==> src/rtl/reg_file.sv <==
// reg_file: general-purpose register file of the 16-bit RISC datapath.
//   Two combinational read ports feed ALU operands a/b. One synchronous write
//   port takes writeback data. Optional write-to-read bypass.
// Ports:
//   clk                 rising-edge clock
//   rst                 async active-high reset, clears every register
//   rd_addr1/rd_data1   read port 1 (ALU a)
//   rd_addr2/rd_data2   read port 2 (ALU b)
//   wr_en/wr_addr/wr_data  write port, sampled on rising clk

// One read port. Priority: reset, then bypass hit, then hardwired R0, then array.
module reg_file_rdport #(
  parameter int DATA_W  = 16,
  parameter int ADDR_W  = 3,
  parameter bit R0_ZERO = 1'b1,
  parameter bit BYPASS  = 1'b1
) (
  input  logic                                 rst,
  input  logic [2**ADDR_W-1:0][DATA_W-1:0]     regs,
  input  logic [ADDR_W-1:0]                    addr,
  input  logic                                 wr_en,
  input  logic [ADDR_W-1:0]                    wr_addr,
  input  logic [DATA_W-1:0]                    wr_data,
  output logic [DATA_W-1:0]                    data
);
  logic is_r0;
  logic hit;

  assign is_r0 = R0_ZERO && (addr == '0);
  // Forwarding never applies to a hardwired R0; the write would be discarded.
  assign hit   = BYPASS && wr_en && (wr_addr == addr) && !is_r0;

  always_comb begin
    data = regs[addr];
    if (rst)        data = '0;
    else if (hit)   data = wr_data;
    else if (is_r0) data = '0;
  end
endmodule

module reg_file #(
  parameter int DATA_W  = 16,
  parameter int ADDR_W  = 3,
  parameter bit R0_ZERO = 1'b1,
  parameter bit BYPASS  = 1'b1
) (
  input  logic              clk,
  input  logic              rst,
  input  logic [ADDR_W-1:0] rd_addr1,
  output logic [DATA_W-1:0] rd_data1,
  input  logic [ADDR_W-1:0] rd_addr2,
  output logic [DATA_W-1:0] rd_data2,
  input  logic              wr_en,
  input  logic [ADDR_W-1:0] wr_addr,
  input  logic [DATA_W-1:0] wr_data
);
  localparam int NREGS = 2**ADDR_W;
  localparam int NRD   = 2;

  logic [NREGS-1:0][DATA_W-1:0] regs;
  logic [NRD-1:0][ADDR_W-1:0]   rd_addr;
  logic [NRD-1:0][DATA_W-1:0]   rd_data;

  // R0 is never written when hardwired, so it holds its reset value of 0.
  always_ff @(posedge clk or posedge rst) begin
    if (rst) begin
      regs <= '0;
    end else if (wr_en && !(R0_ZERO && (wr_addr == '0))) begin
      regs[wr_addr] <= wr_data;
    end
  end

  assign rd_addr  = {rd_addr2, rd_addr1};
  assign rd_data1 = rd_data[0];
  assign rd_data2 = rd_data[1];

  for (genvar p = 0; p < NRD; p++) begin : g_rd
    reg_file_rdport #(
      .DATA_W (DATA_W),
      .ADDR_W (ADDR_W),
      .R0_ZERO(R0_ZERO),
      .BYPASS (BYPASS)
    ) u_rd (
      .rst    (rst),
      .regs   (regs),
      .addr   (rd_addr[p]),
      .wr_en  (wr_en),
      .wr_addr(wr_addr),
      .wr_data(wr_data),
      .data   (rd_data[p])
    );
  end
endmodule

==> config.mk <==
export PLATFORM = sky130hd
export DESIGN_NAME = reg_file
export DESIGN_NICKNAME = d
export VERILOG_FILES = /design/src/rtl/reg_file.sv
export SDC_FILE = /design/constraint.sdc
export NUM_CORES = 1
export LEC_CHECK = 0
export ABC_AREA = 1
export CAP_MARGIN = 20
export CORE_MARGIN = 2
export CORE_UTILIZATION = 35
export DETAILED_ROUTE_END_ITERATION = 16
export DONT_BUFFER_PORTS = 1
export PLACE_DENSITY = 0.59
export SYNTH_ARGS = -nofsm -noshare
export SYNTH_HDL_FRONTEND = slang
export SYNTH_SLANG_ARGS = --single-unit
export TNS_END_PERCENT = 100
==> constraint.sdc <==
create_clock -name clk -period 7.35 [get_ports clk]
set_input_delay 0.735 -clock clk [delete_from_list [all_inputs] [get_ports clk]]
set_output_delay 0.735 -clock clk [all_outputs]
set_load 0.05 [all_outputs]
==> impl_metrics.yaml, run 1 <==
floorplanning:
  core_sq_um: 21800
  rows: 54
  die_w_microns: 153
  die_y_microns: 153
  start_util: 0.357
  die-area_sq_um: 23500
  io_pins: 60
grt:
  grt_pass1_vias: 6829
  grt_max_degree: 89
  grt_antenna_before_repair: 0
  overflow: 0
  grt.total_usage: 0.212
  grt_pass1_wl_mm: 39.1
sta:
  fin_crit_ns: 4.13
  setup-tns-final_ns: 0
  fin_crit_sh: 0.562
  whs_ns: 0.288
  slew_headroom: 0.226
  hold_viol: 0
  rsz0062_at_grt: "no"
  finalWorstSetupSlack_ns: 3.22
  fin_worst_skew_ns: 0
  setup_violations: 0
  slew_viol_final: 0
  fmax_mhz: 242
  tightest_slew_ns: 1.16
final_layout:
  top_register: "regs"
  layout-drive-gt1-share: 0.0485
  num_antenna_cells: 0
  largestRegisters: "regs: 128 flops"
  largest_reg_flops: 128
  fin_nets: 1170
  syn_to_final_growth_pct: 8.25
critical_path:
  cp.required_ns: 6.61
  setup.worst_path.start_class: "input port"
  worst-path-max-fanout: 35
  end_kind: "primary output"
  path_class: "input port to primary output"
  arrival_ns: 3.39
route:
  wire_per_inst_microns: 17.2
  wl_mm: 24.7
  drt-initial-drc-count: 763
  detail-route-antenna-nets: 0
  viasPerCell: 5.22
  first_pass_iters: 7
  vias: 7485
  route.detailed.drc: 0
power:
  p_leak_nw: 4.40
  p_sw_frac: 0.342
  ir_worst_vdd_mv: 0.126
  p_total_mw: 2.20
  p_sw_uw: 752
  p_int_mw: 1.45
  power.density_nw_per_um2: 260
  p_seq_frac: 0.402
  p_clk_frac: 0.377
  combPwrFrac: 0.222
clock_network:
  cts_root_buffer: "clkbuf_16"
  numClockSinks: 128
  clock_latency_ns: 0.42
  hold_buffers: 0
  cts_tree: "yes"
  h-tree-depth: 4
  post_cts_buffers: 0
  clk_path_buf_depth: 2
  cts_resized: 0
  clkTransAtPathRegs_ns: 0.07
  cts_buffers: 17
logic_synthesis:
  synth_top_area_frac: 0.411
  synth_edf_count: 0
  ys_seq_area_frac: 0.411
  avgSynthCellArea_sq_um: 6.47
  synth_top_family_by_area: "simple AND/OR/NAND/NOR gates"
  synth_common_cells: "442 x nand2_1, 141 x inv_1, 136 x o21ai_0"
  synthTopCellsByArea: "dfrtp_1 41%, nand2_1 21%, o21ai_0 8.7%"
  synth-xor-area-share: 0.00112
  synth_top_cell_by_area: "dfrtp_1"
  yosysWarnings: 0
  yosysMostFrequentCell: "nand2_1"
  synth_seq_cells: 128
  synth-compound-area-share: 0.140
  synth_ff_type: "dfrtp_1"
  synth.area.mux_share: 0
  synth.distinct_cells: 22
  async_reset_ff_frac: 1.00
  synth-simple-area-share: 0.328
  synth_area_sq_um: 7800
  syn_inst: 1205
  synth_nets: 1233
  synth_fa_ha_area_frac: 0
place:
  hpwl_mm: 15.7
  io_buffers: 0
  gp_congestion: 0.849
  dp_slack_ns: 3.27
outcome:
  outcome: "completed"
hold_path:
  hold_class: "input port to asynchronous set/reset pin"
run:
  drv_cap: 0
==> worst max-delay path, cell delays in order <==
cell     delay (ns)
inv_2          0.55
o21ai_0        0.16
nor2_1         0.17
nand2_1        0.63
a21oi_1        1.11
==> stage by stage <==
step / instances / cell area [sq um] / utilization
after global placement: 1402 / 7840 / 0.359
after detailed placement: 1403 / 7870 / 0.361
after CTS: 1435 / 8440 / 0.387
final: 1435 / 8440 / 0.387
after floorplan: 1205 / 7800 / -
after global routing: 1435 / 8440 / 0.387
==> area by class of cell <==
cell class	instances	area, sq um
inverters	146	553
clock buffers	18	439
clock inverters	14	133
well taps	280	350
repair buffers	10	95.1
fillers	2325	13400
multi-input cells	839	3670
flip-flops and latches	128	3200
==> per-layer routing <==
metal | up-vias | track usage | part of all wire
met5 | - | 0 | 0
li1 | 3642 | - | -
met2 | 297 | 0.317 | 0.44
met1 | 3507 | 0.298 | 0.45
met4 | 0 | 0.0785 | 0.025
met3 | 39 | 0.0519 | 0.088
==> power groups by stage <==
stage          clock [mW]  sequential [mW]  combinational [mW]
2_1_floorplan           0            0.879               0.408
3_3_place_gp            0            0.893               0.476
3_5_place_dp            0            0.893               0.486
4_1_cts             0.837            0.882               0.489
5_1_grt             0.867            0.899               0.561
6_report            0.828            0.883               0.488
==> layout by cell type (no fill, tap or decap), types with 2 or more instances in the layout <==
cell	count
clkinv_4	3
dfrtp_1	128
o211ai_1	28
clkinvlp_4	3
inv_1	140
nand2_1	442
nor3_2	2
clkinv_2	2
nand3_1	119
nand2_2	3
buf_4	9
inv_6	6
a21oi_2	2
nor2_1	65
a21oi_1	32
o21ai_1	6
inv_2	5
clkbuf_16	17
o21ai_0	136
==> kinds of logic (layout without fill, tap and decap cells) <==
| logic type | count (synthesis) | after routing |
|---|---|---|
| compound gates | 204 | 204 |
| flops | 128 | 128 |
| buf+inv | 238 | 188 |
| simple gates | 634 | 634 |
| xor+xnor | 1 | 1 |
==> path summary, 6_finish.rpt <==
path                                    endpoint  slack, ns                   from  cells after the start
max in group asynchronous   regs[59]$_DFFE_PP0P_       5.67                    rst                      2
min reg2reg                  regs[1]$_DFFE_PP0P_       0.37    regs[1]$_DFFE_PP0P_                      0
min                         regs[28]$_DFFE_PP0P_       0.29                    rst                      1
max reg2reg                regs[127]$_DFFE_PP0P_       6.64  regs[127]$_DFFE_PP0P_                      2
min in group clk             regs[1]$_DFFE_PP0P_       0.37    regs[1]$_DFFE_PP0P_                      0
max                                 rd_data1[11]       3.22            rd_addr1[1]                      5
No activity file was read; power rests on OpenSTA's default activity.
==> run 2, diff against run 1 <==
--- a/config.mk
+++ b/config.mk
@@ -11,7 +11,7 @@
 export CORE_UTILIZATION = 35
 export DETAILED_ROUTE_END_ITERATION = 16
 export DONT_BUFFER_PORTS = 1
-export PLACE_DENSITY = 0.59
+export PLACE_DENSITY = 0.61
 export SYNTH_ARGS = -nofsm -noshare
 export SYNTH_HDL_FRONTEND = slang
 export SYNTH_SLANG_ARGS = --single-unit
==> constraint.sdc (replaced) <==
create_clock -name clk -period 3.4 [get_ports clk]
set_input_delay 0.34 -clock clk [delete_from_list [all_inputs] [get_ports clk]]
set_output_delay 0.34 -clock clk [all_outputs]
set_load 0.05 [all_outputs]
==> run 2 against run 1 <==
Net effect: utilization increased by 1.2 points; register-to-register slack worse by 3.9 ns; routed wire length is 0.80% higher; die area is the same; sequential power grew 120%; cell count grew 2.7%; sequential cell count unchanged; non-clock buffer count up 39; first-iteration DRC count shrank 5.6%; clock skew unchanged; critical path type unchanged; largest cell class unchanged.
==> impl_metrics.yaml, run 2 (synthesis gave the netlist of run 1 again) <==
outcome:
  outcome: "completed"
grt:
  grt_pass1_vias: 7126
  grt_antenna_before_repair: 0
  grt_max_degree: 83
  grt.total_usage: 0.216
  grt_pass1_wl_mm: 40.1
  overflow: 0
route:
  detail-route-antenna-nets: 0
  first_pass_iters: 5
  wire_per_inst_microns: 16.9
  drt-initial-drc-count: 720
  wl_mm: 24.9
  viasPerCell: 5.16
  route.detailed.drc: 0
  vias: 7603
sta:
  fin_crit_ns: 2.56
  slew_headroom: 0.426
  slew_viol_final: 0
  setup-tns-final_ns: 0
  setup_violations: 0
  hold_viol: 0
  rsz0062_at_grt: "no"
  fin_crit_sh: 0.754
  tightest_slew_ns: 0.860
  fmax_mhz: 390
  fin_worst_skew_ns: 0
critical_path:
  r2r_slack_ns: 2.69
  end_kind: "primary output"
  r2r_start: "regs[98]$_DFFE_PP0P_"
  r2r-end: "regs[98]$_DFFE_PP0P_"
  cp.required_ns: 3.06
  path_class: "input port to primary output"
  arrival_ns: 2.22
  r2r_cells: 2
  worst-path-max-fanout: 82
  setup.worst_path.start_class: "input port"
hold_path:
  hp-start: "wr_data[11]"
  hold_end: "regs[123]$_DFFE_PP0P_"
  hold_class: "input port to flop"
  min_path_cells: 2
clock_network:
  cts_buffers: 17
  post_cts_buffers: 0
  h-tree-depth: 4
  numClockSinks: 128
  clk_path_buf_depth: 2
  clkTransAtPathRegs_ns: 0.06
  clock_latency_ns: 0.42
  cts_root_buffer: "clkbuf_16"
  cts_tree: "yes"
final_layout:
  syn_to_final_growth_pct: 11.7
  multiInputGateArea_sq_um: 3660
  area.sequential_sq_um: 3200
  final_cell_mix: "442 x nand2_1, 140 x inv_1, 136 x o21ai_0"
  post-route-cell-area_sq_um: 8710
  num_antenna_cells: 0
  largest_reg_flops: 128
  final_common_cell: "nand2_1"
  layout-drive-gt1-share: 0.0762
  fin_nets: 1209
  top_register: "regs"
  fill_cells: 2290
  largestRegisters: "regs: 128 flops"
power:
  power.density_nw_per_um2: 556
  p_leak_nw: 4.59
  ir_worst_vdd_mv: 0.254
run:
  drv_cap: 0
floorplanning:
  die-area_sq_um: 23500
  start_util: 0.357
  die_y_microns: 153
  rows: 54
  core_sq_um: 21800
  io_pins: 60
  die_w_microns: 153
place:
  io_buffers: 0
  placed_cell_area_sq_um: 8130
  gp_congestion: 0.907
  hpwl_mm: 16.4
==> run 2: cell count changes in the layout (fill, tap and decap cells not counted), sizes merged <==
cell	change
inv	-4
bufinv	+1
buf	+38
clkbuf	+1
dlygate4sd3	+1
clkinvlp	-2
clkinv	+4
==> run 2: timing repair <==
| action | 4_1_cts | 5_1_grt |
|---|---|---|
| hold endpoints to repair | 47 | 0 |
| hold buffers | 1 | 0 |
| gates resized for setup | 0 | 0 |
==> run 2: layer usage <==
| layer | routed length [microns] | GRT usage | up-vias | share of wire |
|---|---|---|---|---|
| li1 | - | - | 3725 | - |
| met1 | 10900 | 0.292 | 3550 | 0.44 |
| met2 | 11300 | 0.337 | 279 | 0.46 |
| met3 | 1860 | 0.0519 | 49 | 0.075 |
| met4 | 709 | 0.0776 | 0 | 0.029 |
| met5 | 0 | 0 | - | 0 |
==> run 2: report_power, final <==
group / switching [mW] / internal (mW) / total, mW
registers: 0.136 / 1.78 / 1.91
clock network: 0.728 / 1.08 / 1.81
logic: 0.759 / 0.364 / 1.12
total: 1.62 / 3.22 / 4.84
==> run 2: worst max path at each step <==
| stage | start | end | slack [ns] | cells past startpoint |
|---|---|---|---|---|
| after floorplan | rst | rd_data2[11] | 0.60 | 4 |
| after global placement | rd_addr1[0] | rd_data1[1] | 0.94 | 9 |
| after detailed placement | rd_addr1[0] | rd_data1[14] | 0.92 | 9 |
| after CTS | rd_addr1[0] | rd_data1[14] | 0.92 | 9 |
| after global routing | rd_addr1[0] | rd_data1[14] | 0.67 | 9 |
| final | rd_addr1[0] | rd_data1[14] | 0.84 | 9 |
==> run 2: area by class of cell <==
class / instances / share of cell area
multi-input cells: 839 / 0.420
flip-flops and latches: 128 / 0.368
inverters: 146 / 0.0635
clock buffers: 19 / 0.0497
repair buffers: 49 / 0.0425
well taps: 280 / 0.0402
clock inverters: 13 / 0.0161
==> run 2: per-stage QoR <==
step                std cells  setup WS, ns  hold slack (ns)  utilization  total power, mW
finish                   1474         0.836           0.0354        0.399             4.84
detailed placement       1441         0.921            0.344        0.373             3.05
floorplan                1205         0.603            0.429            -             2.78
global placement         1441         0.936            0.342        0.373             3.03
global route             1474         0.673           0.0329        0.399             5.12
CTS                      1474         0.921           0.0278        0.399             4.85
==> run 2: worst max-delay path, stage by stage <==
cell and delay (ns):
inv_2 0.49, nand2_1 0.11, nand3_1 0.10, nor2_1 0.05, nand2_1 0.34, buf_4 0.31
o21ai_0 0.10, nor2_1 0.14, buf_4 0.21
==> run 3, diff against run 2 <==
==> constraint.sdc (replaced) <==
create_clock -name clk -period 2.1 [get_ports clk]
set_input_delay 0.21 -clock clk [delete_from_list [all_inputs] [get_ports clk]]
set_output_delay 0.21 -clock clk [all_outputs]
set_load 0.05 [all_outputs]
==> run 3 against run 2 <==
Net effect: routed wire length is 4.0% higher; clock power grew 64%; first-iteration DRC count is 6.8% higher; non-clock buffer count increased by 32; largest cell class unchanged.
==> impl_metrics.yaml, run 3 (synthesis gave the netlist of run 1 again) <==
floorplanning:
  core_sq_um: 21800
  start_util: 0.357
  rows: 54
  die_w_microns: 153
  die-area_sq_um: 23500
  io_pins: 60
  die_y_microns: 153
route:
  route.detailed.drc: 0
  detail-route-antenna-nets: 0
  drt-initial-drc-count: 769
  viasPerCell: 5.17
  wire_per_inst_microns: 17.2
  wl_mm: 25.9
  first_pass_iters: 5
  vias: 7782
sta:
  fin_crit_sh: 0.958
  finalWorstSetupSlack_ns: 0.0877
  fin_worst_skew_ns: 0
  slew_headroom: 0.455
  fmax_mhz: 497
  hold_viol: 0
  tightest_slew_ns: 0.817
  setup_violations: 0
  fin_crit_ns: 2.01
  setup-tns-final_ns: 0
  slew_viol_final: 0
  rsz0062_at_grt: "no"
grt:
  overflow: 0
  grt_max_degree: 83
  grt_antenna_before_repair: 0
  grt_pass1_vias: 7253
  grt_pass1_wl_mm: 41.0
  grt.total_usage: 0.224
place:
  dp_slack_ns: 0.215
  placed_cell_area_sq_um: 8310
  hpwl_mm: 16.3
  io_buffers: 0
  gp_congestion: 0.858
final_layout:
  fill_cells: 2295
  syn_to_final_growth_pct: 16.3
  final_cell_mix: "442 x nand2_1, 140 x inv_1, 136 x o21ai_0"
  largest_reg_flops: 128
  top_register: "regs"
  largestRegisters: "regs: 128 flops"
  final_core_util: 0.415
  final_common_cell: "nand2_1"
  num_antenna_cells: 0
  post-route-cell-area_sq_um: 9070
  fin_nets: 1241
  layout-drive-gt1-share: 0.0889
critical_path:
  end_kind: "primary output"
  cp.required_ns: 1.89
  path_class: "input port to primary output"
  setup.worst_path.start_class: "input port"
  worst-path-max-fanout: 58
  arrival_ns: 1.80
power:
  ir_worst_vdd_mv: 0.472
  power.density_nw_per_um2: 873
  p_leak_nw: 4.77
  p_total_mw: 7.92
clock_network:
  h-tree-depth: 4
  cts_root_buffer: "clkbuf_16"
  clkTransAtPathRegs_ns: 0.07
  clock_latency_ns: 0.43
  cts_tree: "yes"
  clk_path_buf_depth: 2
  cts_buffers: 17
  numClockSinks: 128
  post_cts_buffers: 0
outcome:
  outcome: "completed"
hold_path:
  hold_class: "input port to flop"
run:
  drv_cap: 0
-- run 3: changes by cell type in the layout (fill, tap and decap cells not counted), sizes merged --
cell         delta
clkbuf          -1
dlygate4sd3    +16
clkinvlp        +1
inv             +6
clkinv          -5
bufinv          -1
buf            +16
-- run 3: worst paths after layout --
| path | start | to | slack, ns | cells after the start |
|---|---|---|---|---|
| setup / recovery | rst | rd_data2[2] | 0.09 | 5 |
| hold / removal | wr_data[6] | regs[70]$_DFFE_PP0P_ | 0.05 | 2 |
| setup reg to reg | regs[100]$_DFFE_PP0P_ | regs[100]$_DFFE_PP0P_ | 1.41 | 2 |
| hold reg to reg | regs[9]$_DFFE_PP0P_ | regs[9]$_DFFE_PP0P_ | 0.38 | 0 |
| max in group asynchronous | rst | regs[117]$_DFFE_PP0P_ | 0.74 | 3 |
| min in group asynchronous | rst | regs[99]$_DFFE_PP0P_ | 0.30 | 2 |
-- run 3: area by class of cell --
cell class / instances / area, sq um / share of cell area
clock inverters: 14 / 144 / 0.0159
clock buffers: 18 / 439 / 0.0484
well taps: 280 / 350 / 0.0386
multi-input cells: 839 / 3660 / 0.404
flip-flops and latches: 128 / 3200 / 0.353
repair buffers: 81 / 713 / 0.0787
inverters: 146 / 553 / 0.0610
-- run 3: where the power goes --
group	total [mW]	internal [mW]	switching [mW]
clock network	2.97	1.70	1.28
registers	3.09	2.88	0.213
logic	1.86	0.635	1.22
-- run 3: metal layers --
metal  wire length (microns)  global-route usage
met1                   11400               0.314
met4                     679              0.0877
met5                       0                   0
met3                    2180              0.0499
met2                   11600               0.336
-- run 3: stage by stage --
step           std cells  hold WS, ns
2_1_floorplan       1205        0.331
3_3_place_gp        1457        0.119
6_report            1506       0.0485
4_1_cts             1506       0.0399
3_5_place_dp        1457        0.123
5_1_grt             1506       0.0612
-- run 3: critical path: stages --
cell and delay, ns:
dlygate4sd3_1 0.59, inv_6 0.36, o21ai_1 0.13, nor2_1 0.25, buf_4 0.25
-- run 3: timing repair --
item	in CTS	in global routing
hold buffers	17	0
gates resized for setup	0	0
hold endpoints to repair	38	0
